==> config.mk <==
export PLATFORM = sky130hd
export DESIGN_NAME = dsp_mac_sequencer
export DESIGN_NICKNAME = d
export VERILOG_FILES = /design/src/rtl/dsp_ctrl_pkg.sv /design/src/rtl/dsp_mac_sequencer_stage_tracker.sv /design/src/rtl/dsp_mac_sequencer.sv
export SDC_FILE = /design/constraint.sdc
export NUM_CORES = 1
export LEC_CHECK = 0
export ABC_AREA = 1
export BUFFER_PORTS_ARGS = -buffer_cell sky130_fd_sc_hd__buf_2
export CAP_MARGIN = 20
export CORE_UTILIZATION = 50
export CTS_CLUSTER_DIAMETER = 100
export DETAILED_ROUTE_END_ITERATION = 10
export PLACE_DENSITY = 0.85
export REMOVE_ABC_BUFFERS = 1
export SLEW_MARGIN = 20
export SYNTH_ARGS = -nofsm -noshare
export SYNTH_HDL_FRONTEND = slang
export SYNTH_SLANG_ARGS = --single-unit
==> constraint.sdc <==
create_clock -name CLK -period 3.81 [get_ports CLK]
set_input_delay 0.1905 -clock CLK [delete_from_list [all_inputs] [get_ports CLK]]
set_output_delay 0.1905 -clock CLK [all_outputs]
set_load 0.01 [all_outputs]
==> src/rtl/dsp_ctrl_pkg.sv <==
// Shared definitions for the DSP48A1 dot-product sequencer.
// Holds the FSM state encoding, the OPMODE field constants, the default
// OPMODE words for the first and accumulating samples, and the pipeline
// stage tag layout used by the stage tracker.
package dsp_ctrl_pkg;

    typedef enum logic [1:0] {
        ST_IDLE  = 2'd0,
        ST_RUN   = 2'd1,
        ST_DRAIN = 2'd2,
        ST_DONE  = 2'd3
    } state_t;

    // OPMODE[1:0] = X mux, OPMODE[3:2] = Z mux. Upper bits stay 0: add,
    // pre-adder bypassed, no carry-in.
    localparam logic [1:0] X_M    = 2'b01;
    localparam logic [1:0] Z_ZERO = 2'b00;
    localparam logic [1:0] Z_P    = 2'b10;

    localparam logic [7:0] OPM_FIRST_DEF = {4'b0000, Z_ZERO, X_M};
    localparam logic [7:0] OPM_ACC_DEF   = {4'b0000, Z_P, X_M};

    // Tag travelling alongside each accepted sample through the slice.
    typedef struct packed {
        logic valid;
        logic first;
        logic last;
    } tag_t;

endpackage

==> src/rtl/dsp_mac_sequencer_stage_tracker.sv <==
// dsp_stage_tracker
// Two-entry tag shift register that follows each accepted sample through
// the registered DSP48A1 pipeline (M/OPMODE stage, then P stage) and drives
// the matching clock enables. Bubbles carry valid=0, so every enable is low
// and the P register holds its accumulation across stream gaps.
// Ports:
//   CLK, RST        clock, synchronous active-high reset
//   accept          sample taken this cycle (A/B registers loading)
//   first, last     sample is first / last of the vector
//   cem, ceopmode   enable M and OPMODE registers (stage t+1)
//   opmode          OPMODE word for the stage t+1 sample, 0 on bubbles
//   cep             enable P register (stage t+2)
//   last_done       one-cycle pulse: last sample's result is on P
module dsp_stage_tracker
    import dsp_ctrl_pkg::*;
#(
    parameter logic [7:0] OPM_FIRST = OPM_FIRST_DEF,
    parameter logic [7:0] OPM_ACC   = OPM_ACC_DEF
) (
    input  logic       CLK,
    input  logic       RST,
    input  logic       accept,
    input  logic       first,
    input  logic       last,
    output logic       cem,
    output logic       ceopmode,
    output logic [7:0] opmode,
    output logic       cep,
    output logic       last_done
);

    tag_t stage1;
    tag_t stage2;
    logic done_q;

    always_ff @(posedge CLK) begin
        if (RST) begin
            stage1 <= '0;
            stage2 <= '0;
            done_q <= 1'b0;
        end else begin
            stage1.valid <= accept;
            stage1.first <= accept & first;
            stage1.last  <= accept & last;
            stage2       <= stage1;
            // P already holds the last product once stage2 has been clocked.
            done_q       <= stage2.valid & stage2.last;
        end
    end

    assign cem       = stage1.valid;
    assign ceopmode  = stage1.valid;
    assign opmode    = !stage1.valid ? 8'h00 :
                       stage1.first  ? OPM_FIRST : OPM_ACC;
    assign cep       = stage2.valid;
    assign last_done = done_q;

endmodule

==> src/rtl/dsp_mac_sequencer.sv <==
// dsp_mac_sequencer
// Drives one DSP48A1 slice (A1REG/B1REG/MREG/PREG/OPMODEREG = 1) as a
// signed dot-product engine: res_data = sum a[k]*b[k] over len samples,
// wrapping modulo 2^48.
// Ports:
//   CLK, RST                 clock, synchronous active-high reset
//   start, len, busy         command interface (start sampled in IDLE only)
//   s_valid/s_ready/s_a/s_b  sample stream
//   res_valid/res_ready/res_data  result handshake
//   dsp_a, dsp_b, dsp_opmode, dsp_ce*, dsp_rst  to the slice
//   dsp_p                    from the slice P output
//
// state | meaning
// ------+-------------------------------------------------------------
// IDLE  | waiting for start
// RUN   | accepting samples, one per cycle, count tracks samples left
// DRAIN | last sample in the slice pipeline, waiting for it to reach P
// DONE  | result presented, held until res_ready
module dsp_mac_sequencer
    import dsp_ctrl_pkg::*;
#(
    parameter int         LEN_W     = 16,
    parameter logic [7:0] OPM_FIRST = OPM_FIRST_DEF,
    parameter logic [7:0] OPM_ACC   = OPM_ACC_DEF
) (
    input  logic             CLK,
    input  logic             RST,
    input  logic             start,
    input  logic [LEN_W-1:0] len,
    output logic             busy,
    input  logic             s_valid,
    output logic             s_ready,
    input  logic [17:0]      s_a,
    input  logic [17:0]      s_b,
    output logic             res_valid,
    input  logic             res_ready,
    output logic [47:0]      res_data,
    output logic [17:0]      dsp_a,
    output logic [17:0]      dsp_b,
    output logic [7:0]       dsp_opmode,
    output logic             dsp_cea,
    output logic             dsp_ceb,
    output logic             dsp_cem,
    output logic             dsp_ceopmode,
    output logic             dsp_cep,
    output logic             dsp_rst,
    input  logic [47:0]      dsp_p
);

    state_t           state;
    logic [LEN_W-1:0] count;
    logic             first_pend;
    logic             s_ready_q;
    logic             busy_q;
    logic             res_valid_q;
    logic [47:0]      res_data_q;

    logic             accept;
    logic             is_last;
    logic             last_done;

    // Gated with RST so an aborting cycle never loads the slice input regs.
    assign accept  = s_valid & s_ready_q & ~RST;
    assign is_last = (count == LEN_W'(1));

    assign dsp_a   = s_a;
    assign dsp_b   = s_b;
    assign dsp_cea = accept;
    assign dsp_ceb = accept;
    assign dsp_rst = RST;

    assign s_ready   = s_ready_q;
    assign busy      = busy_q;
    assign res_valid = res_valid_q;
    assign res_data  = res_data_q;

    dsp_stage_tracker #(
        .OPM_FIRST (OPM_FIRST),
        .OPM_ACC   (OPM_ACC)
    ) u_tracker (
        .CLK       (CLK),
        .RST       (RST),
        .accept    (accept),
        .first     (first_pend),
        .last      (is_last),
        .cem       (dsp_cem),
        .ceopmode  (dsp_ceopmode),
        .opmode    (dsp_opmode),
        .cep       (dsp_cep),
        .last_done (last_done)
    );

    always_ff @(posedge CLK) begin
        if (RST) begin
            state       <= ST_IDLE;
            count       <= '0;
            first_pend  <= 1'b0;
            s_ready_q   <= 1'b0;
            busy_q      <= 1'b0;
            res_valid_q <= 1'b0;
            res_data_q  <= '0;
        end else begin
            case (state)
                ST_IDLE: begin
                    if (start) begin
                        busy_q <= 1'b1;
                        if (len != '0) begin
                            state      <= ST_RUN;
                            count      <= len;
                            first_pend <= 1'b1;
                            s_ready_q  <= 1'b1;
                        end else begin
                            // Empty vector: the dot product is 0.
                            state       <= ST_DONE;
                            res_data_q  <= '0;
                            res_valid_q <= 1'b1;
                        end
                    end
                end
                ST_RUN: begin
                    if (accept) begin
                        count      <= count - LEN_W'(1);
                        first_pend <= 1'b0;
                        if (is_last) begin
                            state     <= ST_DRAIN;
                            s_ready_q <= 1'b0;
                        end
                    end
                end
                ST_DRAIN: begin
                    if (last_done) begin
                        state       <= ST_DONE;
                        res_data_q  <= dsp_p;
                        res_valid_q <= 1'b1;
                    end
                end
                ST_DONE: begin
                    if (res_ready) begin
                        state       <= ST_IDLE;
                        res_valid_q <= 1'b0;
                        busy_q      <= 1'b0;
                    end
                end
                default: begin
                    state <= ST_IDLE;
                end
            endcase
        end
    end

endmodule

==> results.toml <==
[worst_setup_path]
path_buf_inv = 2
worstPathMaxFanout = 19
crit_slowest_cell = "clkinv_1"
endpoint = "count[4]"
r2r_cells = 7
path_class = "register to register"
worstReg2RegStart = "state[1]"
crit_required_ns = 4.06
r2r_slack_ns = 1.48
critPathCaptureType = "register"
critPathMaxStageDelay_ns = 0.65
worstSetupStartpoint = "state[1]"
path_cells = "inv_1 > ha_1 > clkinv_1 > a21oi_1 > a21oi_1 > nor2_1 > nor2_1"
rr_endpoint = "count[4]"
start_kind = "register"
cp.arrival_ns = 2.58
path_depth = 7
crit_family = "buffers and inverters"

[layout]
drive_gt1_frac = 0.215
num_antenna_cells = 0
stdcell_count = 867
fin_nets = 867
syn_to_final_growth_pct = 8.86
finish.utilization = 0.560

[placed_design]
io_buffers = 127
dpl.hpwl_mm = 8.08
placedCellCount = 852
gp_congestion = 0.911

[clocking]
cts_setup_buffers = 0
cts_tree = "yes"
clock-sinks = 76
cts-resized-gates = 0
insertion_delay_ns = 0.36
cts_made_buffers = 9
cts-root-buf = "clkbuf_8"
clockBufferDepth = 2
htreeDepth = 3
clk_pin_slew_ns = 0.08
cts_hold_buf = 0

[floorplanning]
die_h_um = 96.5
rows = 34
dieArea_um2 = 9310
ioPinCount = 206
start_util = 0.514
die_x_um = 96.5
core_area_um2 = 8680

[synth]
synth-simple-area-share = 0.379
synth-edff-count = 0
avgSynthCellArea_um2 = 6.42
yosys_warnings = 0
ys_ff_latch = 76
synth-compound-area-share = 0.0886
synth-main-ff-cell = "dfxtp_1"
async_flop_share = 0
synth_area_um2 = 4460
synth_top_area_frac = 0.341
synth_xor_area_frac = 0.00196
yosysMostFrequentCell = "nand2_1"
synth_top_area_cell = "dfxtp_1"
synthTopCellsByCount = "nand2_1 (204), nor2_1 (128), dfxtp_1 (76)"
synth.area.top_cells = "dfxtp_1 (34%), nand2_1 (17%), nor2_1 (11%)"
synth_cells = 695
synth_mux_area_frac = 0
synthAdderAreaFrac = 0.0196
synth_top_family_by_area = "simple AND/OR/NAND/NOR gates"
ys_types = 25
ys_seq_area_frac = 0.341

[global_routing]
grt_usage = 0.246
grt_antenna_before_repair = 0
grt_first_pass_wirelength_mm = 17.3
overflow = 0
grt_max_degree = 97
grt_pass1_vias = 3447

[detailed_routing]
wl_mm = 11.7
via_per_inst = 5.03
drt-wirelength-per-cell_um = 13.5
vias = 4364
first_pass_iters = 5
drc_errors = 0
ant_nets = 0
drtIter0Drc = 250

[sta]
finalMaxSlewViolations = 0
rsz0062_at_grt = "false"
holdWs_ns = 0.0931
clock_skew_ns = 0.0112
slew_headroom = 0.349
min_period_ns = 2.33
tightest_slew_ns = 0.976
fin_tns_setup_ns = 0
hold_violations = 0
fin_crit_sh = 0.611
clock.fmax_mhz = 429
setup_viol = 0

[power]
p_leak_nw = 2.44
finalPower_mw = 3.30
peakVddDrop_mv = 0.250
power_density_nw_per_um2 = 678

[run]
maxCapViolCount = 0

[worst_hold_path]
hold_path_class = "input port to register"

[status]
outcome = "finished clean"
==> sequential cells by signal, indices dropped and copies added (netlist names) <==
signal and flops:
res_data 48, count 16, state 2, u_tracker.stage1 2, busy 1, first_pend 1
res_valid 1, s_ready 1, u_tracker.cem 1, u_tracker.cep 1, u_tracker.last_done 1, u_tracker.stage2 1
==> worst reg2reg max path: stages, from the launching register on <==
cell and delay (ns):
dfxtp_1 0.33, inv_1 0.12, ha_1 0.59, clkinv_1 0.65, a21oi_1 0.30, a21oi_1 0.09
nor2_1 0.10, nor2_1 0.06
==> report_power, final <==
group | total, mW | switching [mW] | leakage, nW | internal [mW]
Clock | 0.606 | 0.307 | 0.0915 | 0.299
Sequential | 1.10 | 0.122 | 0.620 | 0.978
Combinational | 1.59 | 1.07 | 1.72 | 0.517
Total | 3.30 | 1.50 | 2.44 | 1.79
==> kinds of logic after synthesis <==
kind of cell,after synthesis
flip-flops,76
AO/OA/AOI/OAI,71
XOR/XNOR,1
AND/OR/NAND/NOR,414
buffers and inverters,125
adder cells (fa/ha/maj),7
other,1
==> placed cells by master, fill, tap and decap left out, types with 2 or more instances in the layout <==
master      count
a21oi_2        10
ha_1            6
inv_2           3
nand2_1       204
nand4_1         8
buf_2         127
clkbuf_8        9
clkinv_2        2
buf_4           3
nand3_1        69
a21oi_1        50
o21ai_0        10
nor2_1        128
clkinvlp_4      2
dfxtp_1        76
conb_1          6
inv_1          35
==> area by class of cell <==
cell class                 count  area (µm²)
fill                         895        3820
multi-input combinational    499        2210
sequential                    76        1520
timing repair buffer         130         658
inverter                      39         146
tap                          108         135
clock buffer                   9         124
clock inverter                 6        63.8
==> worst min path at each step <==
stage / to / from / depth (start not counted)
2_1_floorplan: u_tracker.stage2[0] / RST / 1
3_3_place_gp: dsp_a[9] / s_a[9] / 0
3_5_place_dp: dsp_a[9] / s_a[9] / 0
4_1_cts: u_tracker.stage2[0] / RST / 2
5_1_grt: u_tracker.stage2[0] / RST / 2
6_report: u_tracker.stage2[0] / RST / 2
==> per-layer routing <==
layer | share of wire | global-route usage | vias up | wire length (µm)
li1 | - | - | 2248 | -
met1 | 0.44 | 0.305 | 1957 | 5200
met2 | 0.44 | 0.356 | 141 | 5140
met3 | 0.10 | 0.136 | 18 | 1170
met4 | 0.018 | 0.0833 | 0 | 206
met5 | 0 | 0.0298 | - | 0
==> stage by stage <==
step / cell area [µm²] / setup WS, ns
5_1_grt: 4860 / 1.21
3_3_place_gp: 4670 / 1.54
6_report: 4860 / 1.48
2_1_floorplan: 3870 / 1.24
3_5_place_dp: 4670 / 1.52
4_1_cts: 4860 / 1.49
No activity file was read; power rests on OpenSTA's default activity.
